$ cat config.mk
export PLATFORM = sky130hd
export DESIGN_NAME = sprite_collision_core
export DESIGN_NICKNAME = d
export VERILOG_FILES = /design/src/rtl/sprite_collision_core.sv
export SDC_FILE = /design/constraint.sdc
export NUM_CORES = 1
export LEC_CHECK = 0
export BUFFER_PORTS_ARGS = -buffer_cell sky130_fd_sc_hd__buf_2
export CAP_MARGIN = 0
export CORE_MARGIN = 5
export CORE_UTILIZATION = 60
export CTS_CLUSTER_SIZE = 40
export DETAILED_ROUTE_END_ITERATION = 7
export PLACE_DENSITY_LB_ADDON = 0.15
export SLEW_MARGIN = 10
export SYNTH_ARGS = -nofsm -noshare
export SYNTH_HDL_FRONTEND = slang
export SYNTH_SLANG_ARGS = --single-unit
export TNS_END_PERCENT = 5
$ cat constraint.sdc
create_clock -name clk -period 7.8 [get_ports clk]
set_input_delay 0.78 -clock clk [delete_from_list [all_inputs] [get_ports clk]]
set_output_delay 0.78 -clock clk [all_outputs]
set_load 0.05 [all_outputs]
$ cat src/rtl/sprite_collision_core.sv
// rtl/sprite_collision_core.sv - zero-latency pixel pass-through with per-frame box/colour collision counting
// Counts target-coloured pixels inside a programmed box and latches the results at each start of frame.
module sprite_collision_core #(
  parameter int            CD        = 12,
  parameter logic [CD-1:0] HIT_COLOR = 12'hF00,
  parameter int            H_VISIBLE = 640,
  parameter int            V_VISIBLE = 480
) (
  input  logic          clk,
  input  logic          reset,
  input  logic [10:0]   x,
  input  logic [10:0]   y,
  input  logic          cs,
  input  logic          write,
  input  logic          read,
  input  logic [13:0]   addr,
  input  logic [31:0]   wr_data,
  output logic [31:0]   rd_data,
  input  logic [CD-1:0] si_rgb,
  output logic [CD-1:0] so_rgb
);

  localparam logic [10:0] H_VIS = 11'(H_VISIBLE);
  localparam logic [10:0] V_VIS = 11'(V_VISIBLE);

  typedef enum logic [1:0] {
    IDLE  = 2'd0,
    ARMED = 2'd1,
    COUNT = 2'd2
  } state_t;

  state_t        state_q;
  logic          enable_q;
  logic          highlight_q;
  logic [10:0]   bx0_q, by0_q, bx1_q, by1_q;
  logic [CD-1:0] target_q;
  logic [10:0]   x_q, y_q;
  logic [19:0]   run_hits_q;
  logic [19:0]   last_hits_q;
  logic          coll_last_q;
  logic          sticky_q;
  logic [15:0]   coll_cnt_q;
  logic [15:0]   frame_cnt_q;

  logic          reg_wr;
  logic          clear;
  logic          pix_new;
  logic          sof;
  logic          in_vis;
  logic          in_box;
  logic          hit_comb;
  logic          hit;
  logic          frame_has_hit;
  logic [19:0]   run_hits_d;
  logic [15:0]   coll_cnt_d;
  logic          unused_bits;

  assign reg_wr = cs & write & addr[13];
  assign clear  = reg_wr & (addr[2:0] == 3'd0) & wr_data[2];

  // x/y may hold for several clocks per pixel, so only count on a coordinate change
  assign pix_new = (x != x_q) | (y != y_q);
  assign sof     = pix_new & (x == 11'd0) & (y == 11'd0);

  assign in_vis   = (x < H_VIS) & (y < V_VIS);
  assign in_box   = (x >= bx0_q) & (x <= bx1_q) & (y >= by0_q) & (y <= by1_q);
  assign hit_comb = (state_q == COUNT) & in_vis & in_box & (si_rgb == target_q);
  assign hit      = hit_comb & pix_new;

  assign frame_has_hit = (run_hits_q != 20'd0);
  assign run_hits_d    = (run_hits_q == 20'hFFFFF) ? run_hits_q : run_hits_q + 20'd1;
  assign coll_cnt_d    = (frame_has_hit && coll_cnt_q != 16'hFFFF) ? coll_cnt_q + 16'd1 : coll_cnt_q;

  assign so_rgb = (highlight_q & hit_comb) ? HIT_COLOR : si_rgb;

  assign unused_bits = &{1'b0, read, addr[12:3], wr_data[31:11]};

  always_ff @(posedge clk or posedge reset) begin
    if (reset) begin
      enable_q    <= 1'b0;
      highlight_q <= 1'b0;
      bx0_q       <= '0;
      by0_q       <= '0;
      bx1_q       <= '0;
      by1_q       <= '0;
      target_q    <= '0;
    end else if (reg_wr) begin
      case (addr[2:0])
        3'd0: begin
          enable_q    <= wr_data[0];
          highlight_q <= wr_data[1];
        end
        3'd1: bx0_q    <= wr_data[10:0];
        3'd2: by0_q    <= wr_data[10:0];
        3'd3: bx1_q    <= wr_data[10:0];
        3'd4: by1_q    <= wr_data[10:0];
        3'd5: target_q <= wr_data[CD-1:0];
        default: ;
      endcase
    end
  end

  always_ff @(posedge clk or posedge reset) begin
    if (reset) begin
      state_q     <= IDLE;
      x_q         <= '0;
      y_q         <= '0;
      run_hits_q  <= '0;
      last_hits_q <= '0;
      coll_last_q <= 1'b0;
      sticky_q    <= 1'b0;
      coll_cnt_q  <= '0;
      frame_cnt_q <= '0;
    end else begin
      x_q <= x;
      y_q <= y;
      if (!enable_q) begin
        state_q    <= IDLE;
        run_hits_q <= '0;
      end else begin
        case (state_q)
          IDLE: state_q <= ARMED;
          // wait for a frame start so a partial frame is never reported
          ARMED: begin
            if (sof) begin
              state_q    <= COUNT;
              run_hits_q <= '0;
            end
          end
          COUNT: begin
            if (sof) begin
              last_hits_q <= run_hits_q;
              coll_last_q <= frame_has_hit;
              sticky_q    <= sticky_q | frame_has_hit;
              coll_cnt_q  <= coll_cnt_d;
              frame_cnt_q <= frame_cnt_q + 16'd1;
              run_hits_q  <= {19'b0, hit};
            end else if (hit) begin
              run_hits_q <= run_hits_d;
            end
          end
          default: state_q <= IDLE;
        endcase
      end
      // clear is placed last so it overrides a coincident frame latch
      if (clear) begin
        last_hits_q <= '0;
        coll_last_q <= 1'b0;
        sticky_q    <= 1'b0;
        coll_cnt_q  <= '0;
        frame_cnt_q <= '0;
      end
    end
  end

  always_comb begin
    rd_data = '0;
    if (addr[13]) begin
      case (addr[2:0])
        3'd0:    rd_data = {coll_cnt_q, 12'b0, state_q, sticky_q, coll_last_q};
        3'd1:    rd_data = {12'b0, last_hits_q};
        3'd2:    rd_data = {16'b0, frame_cnt_q};
        default: rd_data = '0;
      endcase
    end
  end

endmodule
==> impl_metrics.toml <==
[finish]
diodes = 0
fin_nets = 1102
layout-drive-gt1-share_pct = 17.31
area_growth_pct = 13.38
final_util_pct = 69.76

[global_route]
antenna_found_initial = 0
grt-ovfl-total = 0
grt_first_pass_wirelength_um = 33650
grtUsageTotal_pct = 25.41
grt_max_degree = 90
first_global_vias = 6623

[setup_path]
cp_cell_sequence = "buf_2, ha_1, a21oi_1, o21ai_0, a2111oi_1, o221a_2, and3b_1, nand2_1, and2_1, buf_2"
cp_max_fo = 12
cp_data_required_time_ns = 7.02
path_class = "in -> out"
critPathLaunchType = "primary input"
critical_path.max_stage_delay_ns = 0.69
arrival_ns = 3.43
cp_slowest_cell = "a2111oi_1"
end_kind = "output port"
path_common_cell = "buf_2"

[sta]
rsz0062_at_grt = "false"
hold_violations = 0
relSlewSlack_pct = 21.19
fin_skew_ns = 0.008307
timing.final.setup_violations = 0
min_period_ns = 4.206
setup_tns_ns = 0
slew_violations = 0
setup_slack_ns = 3.594
fin_crit_sh_pct = 53.92
tightest_slew_ns = 1.178
clock.fmax_mhz = 237.8

[die]
ios = 129
die_width_um = 129.5
initial_utilization_pct = 61.52
die_area_um2 = 16780
core_area_um2 = 13930
die_y_um = 129.5
rows = 43

[yosys]
ys_ff_latch = 156
ys_async_sr_fraction_pct = 100.0
ys_types = 59
synth_edf_count = 0
syn_avg_cell_area_um2 = 9.644
synth-warning-count = 0
syn_area_um2 = 8573
synth_nets = 1022
seq_area_frac_synth_pct = 45.53
synthFlopType = "dfrtp_1"
syn_inst = 889

[clock_network]
cts_buffers = 17
hold_buffers = 0
clk_pin_slew_ns = 0.06
clock_sinks = 156
cts_max_level = 4
cts_root_buf = "clkbuf_16"
cts_resized = 0
worst_skew_pair.late_latency_ns = 0.43
clockBufferDepth = 2
cts_setup_buffers = 0
cts_tree = "built"

[routing]
routed_wl_um = 20240
firstDrtPassIters = 5
viasPerCell = 5.839
ant_nets = 0
drc = 0
drt_first_iter_violations = 480
num_vias = 6785
wl_per_cell_um = 17.42

[placement]
dp_slack_ns = 3.639
gp_congestion = 0.8546
numPortBuffers = 97
hpwl_um = 14430

[power]
power_mw = 2.049
peakVddDrop_mv = 0.1494
power_density_nw_per_um2 = 210.8
p_leak_nw = 4.771

[status]
status = "complete, no violations"

[min_path]
min_path_type = "in -> async"

[run]
cap_violations = 0
==> flip-flops by register name (all words and copies together) (netlist names) <==
signal and cells:
bx0_q 11, bx1_q 11, by0_q 11, by1_q 11
coll_cnt_q 16, coll_last_q 1, enable_q 1, frame_cnt_q 16
highlight_q 1, last_hits_q 20, run_hits_q 20, state_q 2
sticky_q 1, target_q 12, x_q 11, y_q 11
==> power by group <==
part,switching [mW],internal (mW)
registers,0.0315,0.885
clock network,0.325,0.484
logic,0.194,0.130
total,0.551,1.50
==> kinds of logic (layout without fill, tap and decap cells) <==
| logic type | after synthesis | in the layout | share of synthesized area (%) |
|---|---|---|---|
| muxes | 44 | 44 | 5.400 |
| and+or+nand+nor | 320 | 320 | 19.15 |
| adders and majority gates | 48 | 48 | 7.005 |
| xor gates and xnor gates | 63 | 63 | 6.436 |
| DFF | 156 | 156 | 45.53 |
| buffers and inverters | 94 | 187 | 4.714 |
| AOI/OAI and AO/OA | 164 | 164 | 11.76 |
==> worst paths after layout <==
check,from,slack (ns),to,cells after the start
min,reset,0.48,by0_q[5]$_DFFE_PP0P_,2
min in group clk,highlight_q$_DFFE_PP0P_,0.51,highlight_q$_DFFE_PP0P_,1
max reg2reg,by1_q[6]$_DFFE_PP0P_,4.65,run_hits_q[13]$_DFFE_PP0P_,10
min reg2reg,highlight_q$_DFFE_PP0P_,0.51,highlight_q$_DFFE_PP0P_,1
max,y[6],3.59,so_rgb[6],10
max in group asynchronous,reset,5.94,run_hits_q[7]$_DFFE_PP0P_,3
==> final cells by class <==
type / instances / area (µm²)
clock buffer: 20 / 456.7
clock inverter: 12 / 121.4
fill: 1104 / 4214
inverter: 55 / 211.5
multi-input combinational: 639 / 4294
sequential: 156 / 3904
tap: 180 / 225.2
timing repair buffer: 100 / 508.0
==> placed cells by master (no fill, tap or decap), types with 5 or more instances in the layout <==
cell / count
o21ai_1: 17
a22oi_1: 12
inv_1: 54
a21oi_1: 36
clkbuf_16: 17
ha_1: 48
clkinv_2: 6
nor3_1: 8
xnor2_1: 21
or3_1: 5
dfrtp_1: 156
o31ai_1: 6
buf_2: 97
nor2_1: 93
nand3_1: 27
mux2i_1: 26
a21o_1: 5
and3_1: 18
a41oi_1: 6
nand4_1: 32
mux2_2: 18
nor4_1: 14
and2_1: 25
xor2_1: 42
nand2b_1: 8
o21ai_0: 61
nand2_1: 65
==> stage by stage <==
step	cell area [µm²]	hold slack (ns)	std cells
floorplan	8573	0.4797	889
global placement	9143	0.4906	1130
detailed placement	9143	0.5028	1130
CTS	9721	0.5150	1162
global route	9721	0.5224	1162
finish	9721	0.4788	1162
==> worst max-delay path: cells and delay by family <==
family / cells / cell delay (ns)
AOI/OAI and AO/OA: 4 / 1.28
adders and majority gates: 1 / 0.34
buffers and inverters: 2 / 0.35
and+or+nand+nor: 3 / 0.67
==> synthesized netlist by cell type, types with 3 or more instances <==
cell	count	area share, %
a21oi_1	36	2.1
buf_6	4	0.53
nor4_1	15	1.1
and3_1	18	1.3
or3_1	5	0.36
xnor2_1	21	2.1
a31oi_1	3	0.22
mux2i_1	26	3.0
buf_4	4	0.35
nor3_1	10	0.58
nor2_1	93	4.1
a41oi_1	6	0.61
mux2_2	18	2.4
xor2_1	42	4.3
ha_1	48	7.0
and2_1	26	1.9
nor2b_1	3	0.22
clkbuf_1	26	1.1
nand3_1	27	1.6
inv_1	55	2.4
dfrtp_1	156	46
o21a_1	3	0.26
a22oi_1	12	1.1
nand4_1	32	2.3
nand2b_1	8	0.58
nand2_1	65	2.8
o21ai_0	61	3.6
o31ai_1	6	0.53
o21ai_1	17	0.99
nand3b_1	3	0.26
a21o_1	5	0.44
buf_2	5	0.29
==> per-layer routing <==
layer,vias to the layer above,share of wire (%),GRT usage [%]
met5,-,0,0
met4,0,1.8,7.702
met3,32,5.0,4.246
met2,190,45,38.23
met1,3292,48,38.05
li1,3271,-,-
No activity file was read; power rests on OpenSTA's default activity.
